<file path="config.mk">
export PLATFORM = sky130hd
export DESIGN_NAME = mem_lsu_flat
export DESIGN_NICKNAME = d
export VERILOG_FILES = /design/src/rtl/mem_lsu_pkg.sv /design/src/rtl/mem_lsu_if.sv /design/src/rtl/mem_lsu_align.sv /design/src/rtl/mem_lsu.sv /design/src/flat_wrapper.sv
export SDC_FILE = /design/constraint.sdc
export NUM_CORES = 1
export LEC_CHECK = 0
export CORE_MARGIN = 3
export CORE_UTILIZATION = 37
export CTS_CLUSTER_SIZE = 30
export DETAILED_ROUTE_END_ITERATION = 7
export GPL_TIMING_DRIVEN = 0
export PLACE_DENSITY = 0.69
export SYNTH_ARGS = -nofsm -noshare
export SYNTH_HDL_FRONTEND = slang
export SYNTH_SLANG_ARGS = --single-unit
</file>
<file path="constraint.sdc">
create_clock -name clk -period 5.65 [get_ports clk]
set_input_delay 1.13 -clock clk [delete_from_list [all_inputs] [get_ports clk]]
set_output_delay 1.13 -clock clk [all_outputs]
set_load 0.05 [all_outputs]
</file>
<file path="src/rtl/mem_lsu_pkg.sv">
// mem_lsu_pkg: shared encodings and request checking for the load/store unit
package mem_lsu_pkg;
    localparam logic [1:0] SZ_B = 2'b00;
    localparam logic [1:0] SZ_H = 2'b01;
    localparam logic [1:0] SZ_W = 2'b10;
    localparam logic [1:0] SZ_X = 2'b11;
    localparam logic [1:0] ERR_OK    = 2'b00;
    localparam logic [1:0] ERR_MISAL = 2'b01;
    localparam logic [1:0] ERR_FAULT = 2'b10;
    localparam logic [1:0] ERR_SIZE  = 2'b11;
    localparam logic [1:0] ST_IDLE  = 2'b00;
    localparam logic [1:0] ST_ISSUE = 2'b01;
    localparam logic [1:0] ST_WAIT  = 2'b10;
    localparam logic [1:0] ST_RESP  = 2'b11;
    typedef logic [1:0] state_t;
    function automatic logic [1:0] chk_req(input logic [1:0] size, input logic [31:0] addr,
                                           input int unsigned mem_size);
        return size == SZ_X ? ERR_SIZE :
               ((size == SZ_H && addr[0]) || (size == SZ_W && addr[1:0] != 2'b00)) ? ERR_MISAL :
               ({2'b00, addr[31:2]} >= mem_size) ? ERR_FAULT : ERR_OK;
    endfunction
endpackage

</file>
<file path="src/rtl/mem_lsu_if.sv">
// mem_lsu_if: core request/response and memory port bundle of the load/store unit
interface mem_lsu_if;
    logic        req_valid;
    logic        req_ready;
    logic        req_we;
    logic [1:0]  req_size;
    logic        req_unsigned;
    logic [31:0] req_addr;
    logic [31:0] req_wdata;
    logic        rsp_valid;
    logic [31:0] rsp_rdata;
    logic [1:0]  rsp_err;
    logic [31:0] mem_addr;
    logic [31:0] mem_wdata;
    logic        mem_rd_strobe;
    logic [3:0]  mem_wr_strobe;
    logic [31:0] mem_rdata;
    modport slave (
        input  req_valid, req_we, req_size, req_unsigned, req_addr, req_wdata, mem_rdata,
        output req_ready, rsp_valid, rsp_rdata, rsp_err, mem_addr, mem_wdata, mem_rd_strobe, mem_wr_strobe
    );
    modport master (
        output req_valid, req_we, req_size, req_unsigned, req_addr, req_wdata, mem_rdata,
        input  req_ready, rsp_valid, rsp_rdata, rsp_err, mem_addr, mem_wdata, mem_rd_strobe, mem_wr_strobe
    );
endinterface

</file>
<file path="src/rtl/mem_lsu_align.sv">
// lsu_align: store lane mask/replication and load lane extract with sign/zero extension
module lsu_align
    import mem_lsu_pkg::*;
(
    input  logic [1:0]  size_i,
    input  logic        uns_i,
    input  logic [1:0]  off_i,
    input  logic [31:0] wdata_i,
    input  logic [31:0] rdata_i,
    output logic [3:0]  wmask_o,
    output logic [31:0] wdata_o,
    output logic [31:0] rdata_o
);
    logic [31:0] sh;
    always_comb begin
        sh      = rdata_i >> {off_i, 3'b000};
        wmask_o = size_i == SZ_B ? 4'b0001 << off_i : size_i == SZ_H ? 4'b0011 << off_i : 4'b1111;
        wdata_o = size_i == SZ_B ? {4{wdata_i[7:0]}} : size_i == SZ_H ? {2{wdata_i[15:0]}} : wdata_i;
        rdata_o = size_i == SZ_B ? {{24{~uns_i & sh[7]}}, sh[7:0]} :
                  size_i == SZ_H ? {{16{~uns_i & sh[15]}}, sh[15:0]} : sh;
    end
endmodule

</file>
<file path="src/rtl/mem_lsu.sv">
// mem_lsu: single-outstanding load/store initiator with alignment/range checks
module mem_lsu
    import mem_lsu_pkg::*;
#(
    parameter int unsigned MEM_SIZE = 1024
) (
    input logic clk,
    input logic rst,
    mem_lsu_if.slave bus
);
    state_t      state_q, state_d;
    logic [1:0]  size_q, size_d, off_q, off_d, err_q, err_d, req_err;
    logic        uns_q, uns_d, we_q, we_d, vld_q, vld_d, rd_q, rd_d, idle, acc;
    logic [3:0]  wr_q, wr_d, al_mask;
    logic [31:0] addr_q, addr_d, wdata_q, wdata_d, rdata_q, rdata_d, al_wdata, al_rdata;

    assign idle    = state_q == ST_IDLE;
    assign acc     = idle && bus.req_valid;
    assign req_err = chk_req(bus.req_size, bus.req_addr, MEM_SIZE);

    // Store lanes come from the live request at acceptance; load extraction uses latched fields in WAIT.
    lsu_align u_align (
        .size_i (idle ? bus.req_size : size_q),
        .uns_i  (uns_q),
        .off_i  (idle ? bus.req_addr[1:0] : off_q),
        .wdata_i(bus.req_wdata),
        .rdata_i(bus.mem_rdata),
        .wmask_o(al_mask),
        .wdata_o(al_wdata),
        .rdata_o(al_rdata)
    );

    always_comb begin
        state_d = state_q;
        size_d  = size_q;
        uns_d   = uns_q;
        off_d   = off_q;
        we_d    = we_q;
        addr_d  = addr_q;
        wdata_d = wdata_q;
        rdata_d = rdata_q;
        err_d   = err_q;
        vld_d   = 1'b0;
        rd_d    = 1'b0;
        wr_d    = 4'b0000;
        if (acc && req_err != ERR_OK) begin
            state_d = ST_RESP;
            vld_d   = 1'b1;
            rdata_d = '0;
            err_d   = req_err;
        end else if (acc) begin
            state_d = ST_ISSUE;
            size_d  = bus.req_size;
            uns_d   = bus.req_unsigned;
            off_d   = bus.req_addr[1:0];
            we_d    = bus.req_we;
            addr_d  = {bus.req_addr[31:2], 2'b00};
            wdata_d = al_wdata;
            rd_d    = ~bus.req_we;
            wr_d    = bus.req_we ? al_mask : 4'b0000;
        end else if (state_q == ST_ISSUE) begin
            state_d = we_q ? ST_RESP : ST_WAIT;
            vld_d   = we_q;
            rdata_d = we_q ? '0 : rdata_q;
            err_d   = we_q ? ERR_OK : err_q;
        end else if (state_q == ST_WAIT) begin
            state_d = ST_RESP;
            vld_d   = 1'b1;
            rdata_d = al_rdata;
            err_d   = ERR_OK;
        end else if (state_q == ST_RESP) begin
            state_d = ST_IDLE;
        end
    end

    always_ff @(posedge clk) begin
        if (!rst) begin
            state_q <= ST_IDLE;
            size_q  <= '0;
            uns_q   <= 1'b0;
            off_q   <= '0;
            we_q    <= 1'b0;
            addr_q  <= '0;
            wdata_q <= '0;
            rdata_q <= '0;
            err_q   <= '0;
            vld_q   <= 1'b0;
            rd_q    <= 1'b0;
            wr_q    <= '0;
        end else begin
            state_q <= state_d;
            size_q  <= size_d;
            uns_q   <= uns_d;
            off_q   <= off_d;
            we_q    <= we_d;
            addr_q  <= addr_d;
            wdata_q <= wdata_d;
            rdata_q <= rdata_d;
            err_q   <= err_d;
            vld_q   <= vld_d;
            rd_q    <= rd_d;
            wr_q    <= wr_d;
        end
    end

    assign bus.req_ready     = idle;
    assign bus.rsp_valid     = vld_q;
    assign bus.rsp_rdata     = rdata_q;
    assign bus.rsp_err       = err_q;
    assign bus.mem_addr      = addr_q;
    assign bus.mem_wdata     = wdata_q;
    assign bus.mem_rd_strobe = rd_q;
    assign bus.mem_wr_strobe = wr_q;
endmodule

</file>
<file path="src/flat_wrapper.sv">
// flat-port wrapper written by rule: the top's interface ports become plain ports
module mem_lsu_flat import mem_lsu_pkg::*;
#(
    parameter int unsigned MEM_SIZE = 1024
)
  (clk, rst, bus_req_valid, bus_req_we, bus_req_size, bus_req_unsigned, bus_req_addr, bus_req_wdata, bus_mem_rdata, bus_req_ready, bus_rsp_valid, bus_rsp_rdata, bus_rsp_err, bus_mem_addr, bus_mem_wdata, bus_mem_rd_strobe, bus_mem_wr_strobe);
  mem_lsu_if bus_i ();
  input logic clk;
  input logic rst;
  input wire logic [$bits(bus_i.req_valid)-1:0] bus_req_valid;
  input wire logic [$bits(bus_i.req_we)-1:0] bus_req_we;
  input wire logic [$bits(bus_i.req_size)-1:0] bus_req_size;
  input wire logic [$bits(bus_i.req_unsigned)-1:0] bus_req_unsigned;
  input wire logic [$bits(bus_i.req_addr)-1:0] bus_req_addr;
  input wire logic [$bits(bus_i.req_wdata)-1:0] bus_req_wdata;
  input wire logic [$bits(bus_i.mem_rdata)-1:0] bus_mem_rdata;
  output wire logic [$bits(bus_i.req_ready)-1:0] bus_req_ready;
  output wire logic [$bits(bus_i.rsp_valid)-1:0] bus_rsp_valid;
  output wire logic [$bits(bus_i.rsp_rdata)-1:0] bus_rsp_rdata;
  output wire logic [$bits(bus_i.rsp_err)-1:0] bus_rsp_err;
  output wire logic [$bits(bus_i.mem_addr)-1:0] bus_mem_addr;
  output wire logic [$bits(bus_i.mem_wdata)-1:0] bus_mem_wdata;
  output wire logic [$bits(bus_i.mem_rd_strobe)-1:0] bus_mem_rd_strobe;
  output wire logic [$bits(bus_i.mem_wr_strobe)-1:0] bus_mem_wr_strobe;
  assign bus_i.req_valid = bus_req_valid;
  assign bus_i.req_we = bus_req_we;
  assign bus_i.req_size = bus_req_size;
  assign bus_i.req_unsigned = bus_req_unsigned;
  assign bus_i.req_addr = bus_req_addr;
  assign bus_i.req_wdata = bus_req_wdata;
  assign bus_i.mem_rdata = bus_mem_rdata;
  assign bus_req_ready = bus_i.req_ready;
  assign bus_rsp_valid = bus_i.rsp_valid;
  assign bus_rsp_rdata = bus_i.rsp_rdata;
  assign bus_rsp_err = bus_i.rsp_err;
  assign bus_mem_addr = bus_i.mem_addr;
  assign bus_mem_wdata = bus_i.mem_wdata;
  assign bus_mem_rd_strobe = bus_i.mem_rd_strobe;
  assign bus_mem_wr_strobe = bus_i.mem_wr_strobe;
  mem_lsu #(.MEM_SIZE(MEM_SIZE)) u_core (.clk(clk), .rst(rst), .bus(bus_i));
endmodule
</file>
==> results of run 1 <==
[worst max-delay path: stages, from the launching register on]
cell and delay [ps]:
sky130_fd_sc_hd__dfxtp_1 350, sky130_fd_sc_hd__inv_1 110, sky130_fd_sc_hd__ha_1 360, sky130_fd_sc_hd__clkdlybuf4s50_1 870
[registers in the layout, indices dropped and copies added, names as in the netlist]
signal                    flops
u_core.bus.mem_wr_strobe      4
u_core.bus.mem_addr          30
u_core.uns_q                  1
u_core.bus.rsp_rdata         32
u_core.state_q                2
u_core.we_q                   1
u_core.bus.mem_rd_strobe      1
u_core.off_q                  2
u_core.bus.mem_wdata         32
u_core.bus.rsp_valid          1
u_core.bus.rsp_err            2
u_core.size_q                 2
[layout by cell type, fill, tap and decap left out, drive strengths merged, types with 15 or more instances in the layout]
master,netlist,layout
buf,32,32
nand3,36,36
nand2,113,113
clkdlybuf4s50,0,203
clkbuf,14,23
a22oi,16,16
a21boi,25,25
and3,21,21
dfxtp,110,110
o211a,24,24
a21oi,15,15
nor2,17,17
[path summary, 6_finish.rpt]
kind                            slack (ps)  cells past startpoint                  endpoint
worst min register to register         460                      2  u_core.bus.rsp_rdata[22]
worst max register to register        3010                      8  u_core.bus.rsp_rdata[29]
worst min-delay path                   460                      2  u_core.bus.rsp_rdata[22]
worst max-delay path                  2470                      3             bus_req_ready
[routing by layer]
| layer | wire (um) | share of wire | GRT usage |
|---|---|---|---|
| met1 | 6953 | 0.40 | 0.2657 |
| met2 | 8428 | 0.48 | 0.3708 |
| met3 | 1592 | 0.091 | 0.06738 |
| met4 | 444 | 0.025 | 0.08482 |
| met5 | 0 | 0 | 0 |
[through the flow]
| stage | worst slack (ps) | util | hold slack (ps) | power (W) |
|---|---|---|---|---|
| 2_1_floorplan | 3009 | - | 446.3 | 0.002022 |
| 3_3_place_gp | 2177 | 0.5546 | 440.5 | 0.002481 |
| 3_5_place_dp | 2099 | 0.5546 | 450.7 | 0.002511 |
| 4_1_cts | 2457 | 0.5761 | 464.1 | 0.003135 |
| 5_1_grt | 2267 | 0.5761 | 487.8 | 0.003288 |
| 6_report | 2472 | 0.5761 | 459.5 | 0.003125 |
[cells by family after synthesis]
logic type	share of synthesized area
flops	0.4183
compound gates	0.2327
fa+ha+maj	0.02139
buf+inv	0.05539
mux	0.06798
simple gates	0.2035
other cells	0.0007124
[power by group]
part	total, W	internal, W	leakage, nW	switching, W
registers	0.000920	0.000864	0.889	0.0000564
logic	0.00158	0.000580	2.19	0.00100
clock network	0.000625	0.000310	0.141	0.000315
total	0.00313	0.00175	3.22	0.00137
[final cells by class]
type / instances / share of cell area
Tap cell: 176 / 0.02819
Timing Repair Buffer: 203 / 0.2601
Inverter: 6 / 0.002883
Clock buffer: 9 / 0.02883
Multi-Input combinational cell: 400 / 0.3551
Buffer: 46 / 0.03444
Sequential cell: 110 / 0.2819
Clock inverter: 7 / 0.008490
==> flow_summary.rst, run 1 <==
.. list-table::
   :header-rows: 1

   * - Metric
     - Value
   * - Post-detailed-route via-to-cell ratio
     - 5.409
   * - Antenna-violating nets left
     - 0
   * - Max cap viols
     - 0
   * - Maximum operating frequency
     - 0.3147 GHz
   * - Global route total overflow
     - 0
   * - Worst hold path type
     - register to register
   * - Initial antenna violation count
     - 0
   * - Number of core rows
     - 42
   * - Wire length per cell after detailed routing
     - ~18 um
   * - Num CTS Buffers
     - 9
   * - Required arrival time at the worst endpoint
     - between 4000 and 5000 ps
   * - Final estimated routing congestion in global placement
     - ~0.9
   * - Cell Area, Placed
     - roughly 0.0075 sq mm
   * - Setup violations, final
     - 0
   * - Result of the run
     - complete, no violations
   * - Count of nets after finishing
     - approximately 890
   * - Post-synth top area cell
     - sky130_fd_sc_hd__dfxtp_1
   * - Synth Area per Inst
     - approximately 9.4 sq um
   * - Top cells by count, synth
     - sky130_fd_sc_hd__nand2_1, sky130_fd_sc_hd__dfxtp_1, sky130_fd_sc_hd__nand3_1, sky130_fd_sc_hd__o211a_1, sky130_fd_sc_hd__and3_1
   * - Post-DP HPWL
     - roughly 14000 um
   * - Final slew viol count
     - 0
   * - Number of buffers added on ports
     - just over 200
   * - Number of violations reported at the end of detailed-routing iteration 0
     - between 300 and 400
   * - TritonCTS clock tree
     - done
   * - Critical path peak fanout
     - 4
   * - Post-synthesis to final-layout area growth
     - 48.40%
   * - Placed Instances
     - approximately 940
   * - Post-route cell area
     - between 0.007 and 0.008 sq mm
   * - Transition time at the pin with the least slew margin
     - about 1100 ps
   * - Unrepaired setup endpoints after global routing
     - false
   * - Filler Cells Inserted
     - ~1200
   * - Number of library cell types mapped by synthesis
     - 64
   * - Pleak
     - about 3.2 nW
   * - Diode insertion count for antenna repair
     - 0
   * - Floorplan die height
     - approximately 130 um
   * - Overall global routing resource usage
     - 0.2207
   * - Proportion of synthesized flip-flops having asynchronous set or reset
     - 0
   * - Share of the cycle needed by the critical path after routing
     - 0.5625
   * - Biggest area contributors in the synthesized netlist
     - sky130_fd_sc_hd__dfxtp_1, sky130_fd_sc_hd__nand2_1, sky130_fd_sc_hd__o211a_1, sky130_fd_sc_hd__nand3_1, sky130_fd_sc_hd__and3_1
   * - Number of global-route vias before repair
     - 5327
   * - Final WL
     - about 17000 um
   * - Sequential element share of the synthesized area
     - 0.4184
   * - Total power per unit cell area
     - around 400 mW/mm^2
   * - Total die area
     - approximately 0.016 sq mm
   * - Critical path data arrival time
     - about 2100 ps
   * - Global-route wire length before repair
     - approximately 28000 um
   * - Most instantiated flip-flop cell in the synthesis netlist
     - sky130_fd_sc_hd__dfxtp_1
   * - Post-Synthesis Cell Area
     - 0.005264 sq mm
   * - Die boundary width
     - 125.3 um
   * - Cell with the most instances after synthesis
     - sky130_fd_sc_hd__nand2_1
   * - Clock-pin slew of the registers on the worst-case setup and hold paths
     - ~80 ps
   * - H-tree depth
     - 3
   * - Routed via count
     - 5176
   * - Total negative setup slack
     - 0 ps
   * - Number of flops mapped to enable cells by yosys
     - 0
   * - Total area of multi-input combinational cells
     - approximately 0.0028 sq mm
   * - Start-to-end type of the worst setup path
     - register to output port
   * - Element type at the critical path start
     - register
   * - Area of the core
     - about 0.014 sq mm
   * - Worst-case clock buffer depth
     - 2
   * - Number of gates resized after cts
     - 0
   * - Number of clock sinks
     - 110
   * - Yosys warns
     - 0
   * - Critical path launch point
     - u_core.state_q[0]
   * - Final Hold Fails
     - 0
   * - Skew final
     - between 8 and 9 ps
   * - Initial core utilization
     - 0.3882
   * - Clock root buffer
     - sky130_fd_sc_hd__clkbuf_16
   * - Initial DRT Pass Iterations
     - 5
   * - Maximum vdd ir drop
     - 0.1691 mV
   * - Shortest period the worst path allows
     - 3178 ps
   * - Number of hold buffers added after cts
     - 0
   * - Clock latency on the worst-skew pair
     - between 300 and 400 ps
   * - Fraction of post-synthesis cell area in the top cell type by area
     - 0.4184
   * - Post-CTS repair timing setup buffer count
     - 0
   * - Pin count of the biggest net entering global routing
     - 21
   * - Max-slew headroom at the worst pin
     - 0.2858
   * - Critical hold path startpoint
     - u_core.bus.rsp_rdata[22]
   * - Total area of sequential cells
     - approximately 0.0022 sq mm
   * - Number of ports placed on the die boundary
     - roughly 210
   * - Kind of capture point of the worst setup path
     - output port
   * - Final non-filler cell total
     - between 900 and 1000
   * - Count of state elements after synthesis
     - 110
   * - Fraction of layout cells with a size suffix above 1
     - 0.1127
   * - Worst flop-to-flop path startpoint
     - u_core.state_q[0]
   * - Gate Count Post-Synth
     - approximately 560
   * - DRC violations left
     - 0
No activity file was read; power rests on OpenSTA's default activity.
==> run 2, diff against run 1 <==
Clock period 5.65 ns to 3.2 ns, I/O delays scaled along.
==> run 2 against run 1 <==
Die area is the same. Largest cell class unchanged. Core utilization stayed put. Hold slack worse by 1.2 ps. Setup slack lost 2000 ps. Critical endpoint unchanged. Clock skew is essentially flat. Critical path depth is the same.
==> flow_summary.rst, run 2 (synthesis gave the netlist of run 1 again) <==
.. list-table::
   :header-rows: 1

   * - Metric
     - Value
   * - Maximum vdd ir drop
     - 0.3000 mV (+77%)
   * - Num CTS Buffers
     - 9 (unchanged)
   * - Element type at the critical path start
     - register
   * - Worst flop-to-flop path startpoint
     - u_core.state_q[0]
   * - Dominant delay contributor by cell family on the critical path
     - buffers and inverters
   * - Critical path data arrival time
     - 2050 ps (about the same)
   * - Final worst slack
     - 512.0 ps (-1960 ps)
   * - Share of total power in combinational logic
     - 0.506 (about the same)
   * - Count of nets after finishing
     - 888 (unchanged)
   * - Final Hold Fails
     - 0 (unchanged)
   * - Transition time at the pin with the least slew margin
     - 1048 ps (-9.232 ps)
   * - Placed Instances
     - 941 (unchanged)
   * - Number of core rows
     - 42 (unchanged)
   * - H-tree depth
     - 3 (unchanged)
   * - Start-to-end type of the worst setup path
     - register to output port
   * - Global-route wire length before repair
     - 27970 um (about the same)
   * - Worst-case clock buffer depth
     - 2 (unchanged)
   * - Clock-pin slew of the registers on the worst-case setup and hold paths
     - 80 ps (about the same)
   * - Post-CTS repair timing setup buffer count
     - 0 (unchanged)
   * - Antenna-violating nets left
     - 0 (unchanged)
   * - TritonCTS clock tree
     - done
   * - Critical path peak fanout
     - 4 (unchanged)
   * - Die boundary width
     - 125.3 um (unchanged)
   * - Worst hold path depth
     - 2 (unchanged)
   * - Setup violations, final
     - 0 (unchanged)
   * - Overall global routing resource usage
     - 0.2204 (-0.0002689)
   * - Skew final
     - 7.830 ps (-0.4570 ps)
   * - Unrepaired setup endpoints after global routing
     - false
   * - Global route total overflow
     - 0 (unchanged)
   * - Max-slew headroom at the worst pin
     - 0.2921 (+0.006234)
   * - Critical hold path startpoint
     - u_core.bus.rsp_rdata[22]
   * - Kind of capture point of the worst setup path
     - output port
   * - DRC violations left
     - 0 (unchanged)
   * - Pin count of the biggest net entering global routing
     - 21 (unchanged)
   * - Floorplan die height
     - 125.3 um (unchanged)
   * - Number of clock sinks
     - 110 (unchanged)
   * - Worst hold path type
     - register to register
   * - Cell chain of the critical path
     - inv_1 > ha_1 > clkdlybuf4s50_1
   * - Initial antenna violation count
     - 0 (unchanged)
   * - Pleak
     - 3.216 nW (unchanged)
   * - Worst Reg2Reg Path Length in Cells
     - 8 (unchanged)
   * - Hold EP
     - u_core.bus.rsp_rdata[22]
   * - Number of gates resized after cts
     - 0 (unchanged)
   * - Final hold slack
     - 458.3 ps (-1.162 ps)
   * - Total die area
     - 0.01569 sq mm (unchanged)
   * - Reg-to-reg slack, setup
     - 570 ps (-2440 ps)
   * - Fraction of layout cells with a size suffix above 1
     - 0.1127 (unchanged)
   * - Shortest period the worst path allows
     - 2688 ps
   * - Number of global-route vias before repair
     - 5319 (-0.15%)
   * - Post-DP HPWL
     - 13560 um (unchanged)
   * - Routed via count
     - 5192 (+0.31%)
   * - Part of the power in the clock network
     - 0.200 (about the same)
   * - Instance count on the critical path
     - 3 (unchanged)
   * - Net Sw Frac
     - 0.4396 (+0.0008379)
   * - Slowest cell on crit path
     - sky130_fd_sc_hd__clkdlybuf4s50_1
   * - Max cap viols
     - 0 (unchanged)
   * - Number of buffers added on ports
     - 203 (unchanged)
   * - Final slew viol count
     - 0 (unchanged)
   * - Crit-path max cell delay
     - 870 ps (about the same)
   * - Number of violations reported at the end of detailed-routing iteration 0
     - 391 (+5.1%)
   * - Post-layout util
     - 0.5761 (unchanged)
   * - Reg2reg end
     - u_core.bus.rsp_rdata[28]
   * - Post-synthesis to final-layout area growth
     - 48.40% (unchanged)
   * - Internal power consumption
     - 0.003097 W (+77%)
   * - Clock latency on the worst-skew pair
     - 360 ps (about the same)
   * - Share of the cycle needed by the critical path after routing
     - 0.8400
   * - Final estimated routing congestion in global placement
     - 0.9117 (unchanged)
   * - Final WL
     - 17420 um (about the same)
   * - Initial DRT Pass Iterations
     - 6 (+1)
   * - Total negative setup slack
     - 0 ps (unchanged)
   * - Final non-filler cell total
     - 957 (unchanged)
   * - Initial core utilization
     - 0.3882 (unchanged)
   * - Wire length per cell after detailed routing
     - 18.21 um (about the same)
   * - Number of ports placed on the die boundary
     - 208 (unchanged)
   * - Post-detailed-route via-to-cell ratio
     - 5.425 (+0.31%)
   * - Most frequent standard cell in the layout excluding fill and tap cells
     - sky130_fd_sc_hd__clkdlybuf4s50_1
   * - Total power per unit cell area
     - 707.4 mW/mm^2 (+77%)
   * - Commonest cells after routing, fill and taps aside
     - sky130_fd_sc_hd__clkdlybuf4s50_1, sky130_fd_sc_hd__nand2_1, sky130_fd_sc_hd__dfxtp_1, sky130_fd_sc_hd__nand3_1, sky130_fd_sc_hd__o211a_1
   * - Required arrival time at the worst endpoint
     - 2560 ps (-1960 ps)
   * - Worst slack at placement
     - 138.5 ps (-1960 ps)
   * - Maximum operating frequency
     - 0.3720 GHz
   * - Diode insertion count for antenna repair
     - 0 (unchanged)
   * - Share of power burned in registers
     - 0.294 (about the same)
   * - Result of the run
     - complete, no violations
   * - Clock root buffer
     - sky130_fd_sc_hd__clkbuf_16
   * - Crit path buf inv count
     - 2 (unchanged)
   * - Power spent charging and discharging nets
     - 0.002429 W (+77%)
   * - Number of hold buffers added after cts
     - 0 (unchanged)
   * - Area of the core
     - 0.01356 sq mm (unchanged)
==> run 2: how the worst max path moves through the flow <==
| stage | start | end |
|---|---|---|
| after floorplan | u_core.state_q[0] | u_core.bus.rsp_rdata[25] |
| after detailed placement | bus_req_addr[27] | u_core.bus.mem_wdata[17] |
| final | u_core.state_q[0] | bus_req_ready |
| after CTS | u_core.state_q[1] | bus_req_ready |
| after global placement | bus_req_addr[23] | u_core.bus.mem_wdata[17] |
| after global routing | bus_req_addr[19] | u_core.bus.mem_wdata[18] |
==> run 2: power groups by stage <==
stage	Clock (W)	Sequential (W)	Combinational, W
floorplan	0	0.00213	0.00144
global placement	0	0.00165	0.00273
detailed placement	0	0.00166	0.00278
CTS	0.00112	0.00163	0.00279
global route	0.00118	0.00164	0.00298
finish	0.00111	0.00162	0.00280
==> run 2: layout make-up <==
class,instances,area [sq um]
Buffer,46,269.0
Fill cell,1186,5747
Tap cell,176,220.2
Clock buffer,9,225.2
Sequential cell,110,2202
Inverter,6,22.52
Multi-Input combinational cell,400,2774
Timing Repair Buffer,203,2032
Clock inverter,7,66.31
==> run 2: per-stage QoR <==
step                      total power [W]  instance area (sq um)
after detailed placement         0.004433                   7520
final                            0.005526                   7811
after global routing             0.005803                   7811
after global placement           0.004380                   7520
after floorplan                  0.003571                   5268
after CTS                        0.005536                   7811
==> run 2: worst register-to-register path: cells and delay by family, from the launching register on <==
family | cells | cell delay (ps)
AND/OR/NAND/NOR | 3 | 970
buffers and inverters | 2 | 290
flip-flops | 1 | 400
adder cells (fa/ha/maj) | 1 | 320
AO/OA/AOI/OAI | 2 | 610
==> run 2: per-layer routing <==
metal,wire [um],vias to the layer above,global-route usage
met5,0,-,0
met4,442,0,0.08355
met3,1557,29,0.06610
met2,8417,218,0.3714
met1,7005,2467,0.2657
li1,-,2478,-
==> run 3, diff against run 2 <==
Settings changed: PLACE_DENSITY 0.69 to 0.72.
Clock period 3.2 ns to 2.2 ns, I/O delays scaled along.
==> run 3 against run 2 <==
The flow now finishes with violations (setup timing). Sequential share of layout area is 1.5 points lower. Register-to-register slack worse by 570 ps. Die area stayed put. Critical path type is now register to register.
==> flow_summary.rst, run 3 (synthesis gave the netlist of run 1 again) <==
.. list-table::
   :header-rows: 1

   * - Metric
     - Value
   * - Critical path peak fanout
     - 10 (+6)
   * - Count of nets after finishing
     - 905 (+1.9%)
   * - Initial DRT Pass Iterations
     - 5 (-1)
   * - Share of power burned in registers
     - 0.273 (-0.021)
   * - Total power per unit cell area
     - 1052 mW/mm^2 (+49%)
   * - Die boundary width
     - 125.3 um (unchanged)
   * - Total power draw
     - 0.008686 W (+57%)
   * - Total die area
     - 0.01569 sq mm (unchanged)
   * - Net Sw Frac
     - 0.4300 (-0.009600)
   * - Worst slack at placement
     - -632.7 ps (-771.2 ps)
   * - H-tree depth
     - 3 (unchanged)
   * - Kind of capture point of the worst setup path
     - register
   * - Reg-to-reg slack, setup
     - -0.5 ps (-570 ps)
   * - Post-layout util
     - 0.6092 (+0.03304)
   * - Overall global routing resource usage
     - 0.2217 (+0.001295)
   * - Share of total power in combinational logic
     - 0.528 (+0.022)
   * - Global route total overflow
     - 0 (unchanged)
   * - Internal power consumption
     - 0.004951 W (+60%)
   * - Shortest period the worst path allows
     - 2201 ps
   * - Worst-case clock buffer depth
     - 2 (unchanged)
   * - Element type at the critical path start
     - register
   * - Maximum vdd ir drop
     - 0.4291 mV (+43%)
   * - Hold EP
     - u_core.off_q[0]
   * - Transition time at the pin with the least slew margin
     - 608.7 ps (-439.5 ps)
   * - Floorplan die height
     - 125.3 um (unchanged)
   * - Final WL
     - 18150 um (+4.2%)
   * - Max-slew headroom at the worst pin
     - 0.5898 (+0.2977)
   * - Initial antenna violation count
     - 1 (+1)
   * - Worst hold path type
     - primary input to register
   * - Share of the cycle needed by the critical path after routing
     - 1.000
   * - Diode insertion count for antenna repair
     - 0 (unchanged)
   * - Filler Cells Inserted
     - 1181 (-0.42%)
   * - Worst Reg2Reg Path Length in Cells
     - 8 (unchanged)
   * - Number of violations reported at the end of detailed-routing iteration 0
     - 367 (-6.1%)
   * - Number of clock sinks
     - 110 (unchanged)
   * - Start-to-end type of the worst setup path
     - register to register
   * - Total negative setup slack
     - -0.5469 ps (-0.5469 ps)
   * - TritonCTS clock tree
     - done
   * - Setup violations, final
     - 1 (+1)
   * - Max cap viols
     - 0 (unchanged)
   * - Num CTS Buffers
     - 9 (unchanged)
   * - Unrepaired setup endpoints after global routing
     - true
   * - Number of ports placed on the die boundary
     - 208 (unchanged)
   * - Number of global-route vias before repair
     - 5276 (-0.81%)
   * - Pleak
     - 3.412 nW (+6.1%)
   * - Maximum operating frequency
     - roughly 0.45 GHz
   * - Number of core rows
     - 42 (unchanged)
   * - Post-DP HPWL
     - 13670 um (+0.78%)
   * - Violated checks
     - setup timing
   * - Result of the run
     - finished with violations
   * - Worst flop-to-flop path startpoint
     - u_core.state_q[0]
   * - Final Hold Fails
     - 0 (unchanged)
   * - Reg2reg end
     - u_core.bus.rsp_rdata[11]
   * - Critical path data arrival time
     - 2440 ps (+390 ps)
   * - DRC violations left
     - 0 (unchanged)
   * - Final slew viol count
     - 0 (unchanged)
   * - Part of the power in the clock network
     - 0.200 (about the same)
   * - Skew final
     - 7.952 ps (+0.1224 ps)
   * - Post-synthesis to final-layout area growth
     - 56.91%
   * - Clock-pin slew of the registers on the worst-case setup and hold paths
     - 80 ps (about the same)
   * - Wire length per cell after detailed routing
     - 18.64 um (+2.4%)
   * - Area of the core
     - 0.01356 sq mm (unchanged)
   * - Final estimated routing congestion in global placement
     - 0.9215 (+1.1%)
   * - Worst hold path depth
     - 3 (+1)
   * - Number of buffers added on ports
     - 203 (unchanged)
   * - Commonest cells after routing, fill and taps aside
     - sky130_fd_sc_hd__clkdlybuf4s50_1, sky130_fd_sc_hd__nand2_1, sky130_fd_sc_hd__dfxtp_1, sky130_fd_sc_hd__nand3_1, sky130_fd_sc_hd__o211a_1
   * - Post-detailed-route via-to-cell ratio
     - 5.476 (+0.94%)
   * - Fraction of layout cells with a size suffix above 1
     - 0.1717 (+0.05900)
   * - Critical hold path startpoint
     - bus_req_addr[0]
   * - Clock root buffer
     - sky130_fd_sc_hd__clkbuf_16
   * - Clock latency on the worst-skew pair
     - 360 ps (about the same)
   * - Final worst slack
     - -0.5469 ps (-512.6 ps)
   * - Power spent charging and discharging nets
     - 0.003735 W (+54%)
   * - Required arrival time at the worst endpoint
     - 2440 ps (-120 ps)
   * - Pin count of the biggest net entering global routing
     - 21 (unchanged)
   * - Initial core utilization
     - 0.3882 (unchanged)
   * - Antenna-violating nets left
     - 0 (unchanged)
   * - Routed via count
     - 5334 (+2.7%)
   * - Number of hold buffers added after cts
     - 0 (unchanged)
   * - Global-route wire length before repair
     - 27920 um (-0.17%)
   * - Most frequent standard cell in the layout excluding fill and tap cells
     - sky130_fd_sc_hd__clkdlybuf4s50_1
==> run 3: worst max-delay path by stage <==
| stage | slack (ps) | endpoint | from | depth (start not counted) |
|---|---|---|---|---|
| 6_report | -0.5 | u_core.bus.rsp_rdata[11] | u_core.state_q[0] | 8 |
| 3_5_place_dp | -630 | u_core.bus.rsp_rdata[15] | bus_req_size[1] | 8 |
| 2_1_floorplan | 4 | u_core.bus.rsp_rdata[25] | u_core.state_q[0] | 8 |
| 4_1_cts | 0.5 | u_core.bus.rsp_rdata[11] | u_core.state_q[1] | 8 |
| 5_1_grt | -70 | u_core.bus.rsp_rdata[11] | u_core.state_q[0] | 8 |
| 3_3_place_gp | -530 | u_core.bus.rsp_rdata[14] | bus_req_size[1] | 8 |
==> run 3: layer usage <==
| layer | vias up | GRT usage | routed length, um |
|---|---|---|---|
| li1 | 2520 | - | - |
| met2 | 251 | 0.3644 | 8600 |
| met1 | 2528 | 0.2724 | 7294 |
| met3 | 33 | 0.07889 | 1806 |
| met4 | 2 | 0.07143 | 446 |
| met5 | - | 0 | 7 |
==> run 3: timing repair <==
item                                    in CTS  in global routing
endpoints found under the setup margin      92                 92
setup buffers                               14                  5
pin swaps                                    6                  6
cloned                                       0                  0
gates resized for setup                     34                 26
==> run 3: critical path, stage by stage, from the launching register on <==
cell and delay (ps):
sky130_fd_sc_hd__dfxtp_4 360, sky130_fd_sc_hd__inv_4 70, sky130_fd_sc_hd__ha_4 190, sky130_fd_sc_hd__mux2i_4 280, sky130_fd_sc_hd__mux4_2 550, sky130_fd_sc_hd__and2b_4 230
sky130_fd_sc_hd__o21ai_4 170, sky130_fd_sc_hd__buf_8 180, sky130_fd_sc_hd__o31ai_2 70
==> run 3: cell type report <==
| cell class | count | area [sq um] | share of cell area |
|---|---|---|---|
| timing repair buffer | 221 | 2181 | 0.2641 |
| tap | 176 | 220.2 | 0.02666 |
| clock inverter | 6 | 86.33 | 0.01045 |
| multi-input combinational | 400 | 3009 | 0.3643 |
| clock buffer | 10 | 229.0 | 0.02772 |
| buffer | 45 | 301.5 | 0.03651 |
| inverter | 6 | 25.02 | 0.003030 |
| sequential | 110 | 2207 | 0.2672 |
==> run 3: per-stage QoR <==
| stage | std cells | instance area, sq um | hold WS, ps |
|---|---|---|---|
| after floorplan | 562 | 5285 | 446.3 |
| after global placement | 941 | 7537 | 443.7 |
| after detailed placement | 941 | 7537 | 449.8 |
| after CTS | 970 | 8105 | 395.0 |
| after global routing | 974 | 8259 | 446.0 |
| final | 974 | 8259 | 412.1 |
==> run 3: power groups by stage <==
stage	logic (W)	clock network (W)	registers, W
after floorplan	0.00215	0	0.00310
after global placement	0.00403	0	0.00240
after detailed placement	0.00409	0	0.00242
after CTS	0.00438	0.00178	0.00237
after global routing	0.00486	0.00186	0.00239
final	0.00458	0.00174	0.00237
==> patch, RTL diff (flow settings as in run 3) <==
`MEM_SIZE` is set to 1024 in 2 places; all go to 768.
--- a/src/rtl/mem_lsu.sv
+++ b/src/rtl/mem_lsu.sv
@@ -2,7 +2,7 @@
 module mem_lsu
     import mem_lsu_pkg::*;
 #(
-    parameter int unsigned MEM_SIZE = 1024
+    parameter int unsigned MEM_SIZE = 768
 ) (
     input logic clk,
     input logic rst,
--- a/src/flat_wrapper.sv
+++ b/src/flat_wrapper.sv
@@ -1,7 +1,7 @@
 // flat-port wrapper written by rule: the top's interface ports become plain ports
 module mem_lsu_flat import mem_lsu_pkg::*;
 #(
-    parameter int unsigned MEM_SIZE = 1024
+    parameter int unsigned MEM_SIZE = 768
 )
   (clk, rst, bus_req_valid, bus_req_we, bus_req_size, bus_req_unsigned, bus_req_addr, bus_req_wdata, bus_mem_rdata, bus_req_ready, bus_rsp_valid, bus_rsp_rdata, bus_rsp_err, bus_mem_addr, bus_mem_wdata, bus_mem_rd_strobe, bus_mem_wr_strobe);
   mem_lsu_if bus_i ();
Check against the original RTL: not equivalent (Yosys sat finds a counterexample within 4 cycles, from zero or initial values and one cycle with rst low).
==> patch against run 3 <==
- the flow still finishes with violations (setup timing)
- power down 0.96%
- sequential cell count unchanged
- synthesized cell count up 0.89%
- worst setup slack worse by 26 ps
- wire length up 2.3%
- synthesized area down 3.2%
- design area up 0.35%
==> patch: results (changes against run 3) <==
[cells_and_area]
fill_cells=1152  ; -2.5%
nets=914  ; +0.99%
layout-drive-gt1-share_pct=17.4  ; +0.22 points

[detailed_routing]
finalWirelength_mm=18.6  ; +2.3%
first_iter_violations=375  ; +2.2%
drt_pre_antenna_iters=7  ; +2

[global_routing]
grt_usage_pct=23.9  ; +1.7 points
grt_max_degree=17  ; -19%
grt_antenna_before_repair=3  ; +2
grt_pass1_vias=5425  ; +2.8%

[sta]
setup_ws_ps=-26.7  ; -26.2 ps
setup_violations=8  ; +7
clock_skew_ps=7.48  ; -0.475 ps

[power]
p_leak_nw=3.37  ; -1.3%
ir_drop_v=0.000543  ; +27%

[logic_synthesis]
synth_commonest_cells=nand2_1, dfxtp_1, nand3_1
synth_area_leaders=dfxtp_1, nand2_1, a21boi_0, mux4_2, o211a_1

[critical_path]
reg2reg_depth=9  ; +1

[placed_design]
hpwlAfterDp_mm=13.6  ; -0.19%
io_buffers=205  ; +0.99%
place_congestion=0.874  ; -5.2%

[worst_hold_path]
hold_path_class=reg2reg
holdPathStages=2  ; -1

[status]
violations=setup timing
status=finished, violations left

-- patch: cell count changes after synthesis, sizes merged, moves of 9 or more --
| cell | change |
|---|---|
| nand3 | -9 |
| buf | -9 |
| clkbuf | +10 |
| a221oi | +9 |
| o21ai | +10 |
-- patch: layout make-up --
| cell class | count | share of cell area [%] |
|---|---|---|
| diodes | 3 | 0.0906 |
| plain buffers | 44 | 3.80 |
| clock buffers | 10 | 2.88 |
| clock inverters | 4 | 0.876 |
| inverters | 7 | 0.317 |
| multi-input cells | 403 | 35.3 |
| flip-flops and latches | 110 | 26.6 |
| well taps | 176 | 2.66 |
| repair buffers | 227 | 27.5 |
-- patch: final timing paths --
check	start	to	slack [ps]
min	u_core.bus.mem_wdata[2]	u_core.bus.mem_wdata[2]	470
max	u_core.state_q[1]	u_core.bus.rsp_rdata[10]	-30
min reg2reg	u_core.bus.mem_wdata[2]	u_core.bus.mem_wdata[2]	470
max reg2reg	u_core.state_q[1]	u_core.bus.rsp_rdata[10]	-30
-- patch: cells by family (layout without fill, tap and decap cells) --
logic type      count (synthesis)  in the layout  share of synthesized area [%]
fa+ha+maj                       9              9                           2.21
simple gates                  217            217                           20.0
compound gates                153            153                           22.5
other cells                     1              5                         0.0736
buf+inv                        54            292                           5.03
flops                         110            110                           43.2
mux                            22             22                           6.95
-- patch: metrics by stage --
stage	instance area (µm²)	total power [W]	utilization [%]	instances	setup TNS [ps]
after global routing	8290	0.00903	62.1	984	-1330
after floorplan	5120	0.00505	-	567	-510
after CTS	8050	0.00830	60.3	979	-17.5
after detailed placement	7390	0.00625	55.4	948	-53520
after global placement	7390	0.00617	55.4	948	-48890
final	8290	0.00860	62.1	984	-114
-- patch: report_power, final --
group / total [W] / internal [W] / switching, W
Sequential: 0.00236 / 0.00222 / 0.000140
Clock: 0.00173 / 0.00101 / 0.000719
Combinational: 0.00451 / 0.00180 / 0.00271
Total: 0.00860 / 0.00503 / 0.00357
-- patch: timing repair --
item                       4_1_cts  5_1_grt
gates cloned                     4        1
setup endpoints to repair      110       88
setup buffers                   14        3
pin swaps                        7       15
resized for setup               67       63
-- patch: critical path, delay by kind of cell, from the launching register on --
| family | cells | cell delay, ps |
|---|---|---|
| adders and majority gates | 1 | 140 |
| and+or+nand+nor | 1 | 170 |
| DFF | 1 | 330 |
| muxes | 2 | 900 |
| AOI/OAI and AO/OA | 2 | 200 |
| buffers and inverters | 3 | 340 |
-- patch: per-layer routing --
| metal | GRT usage (%) | routed length, µm | up-vias |
|---|---|---|---|
| met5 | 0 | 0 | - |
| met4 | 8.58 | 392 | 0 |
| met3 | 8.33 | 1900 | 32 |
| met2 | 39.8 | 9000 | 266 |
| met1 | 28.6 | 7280 | 2512 |
| li1 | - | - | 2529 |
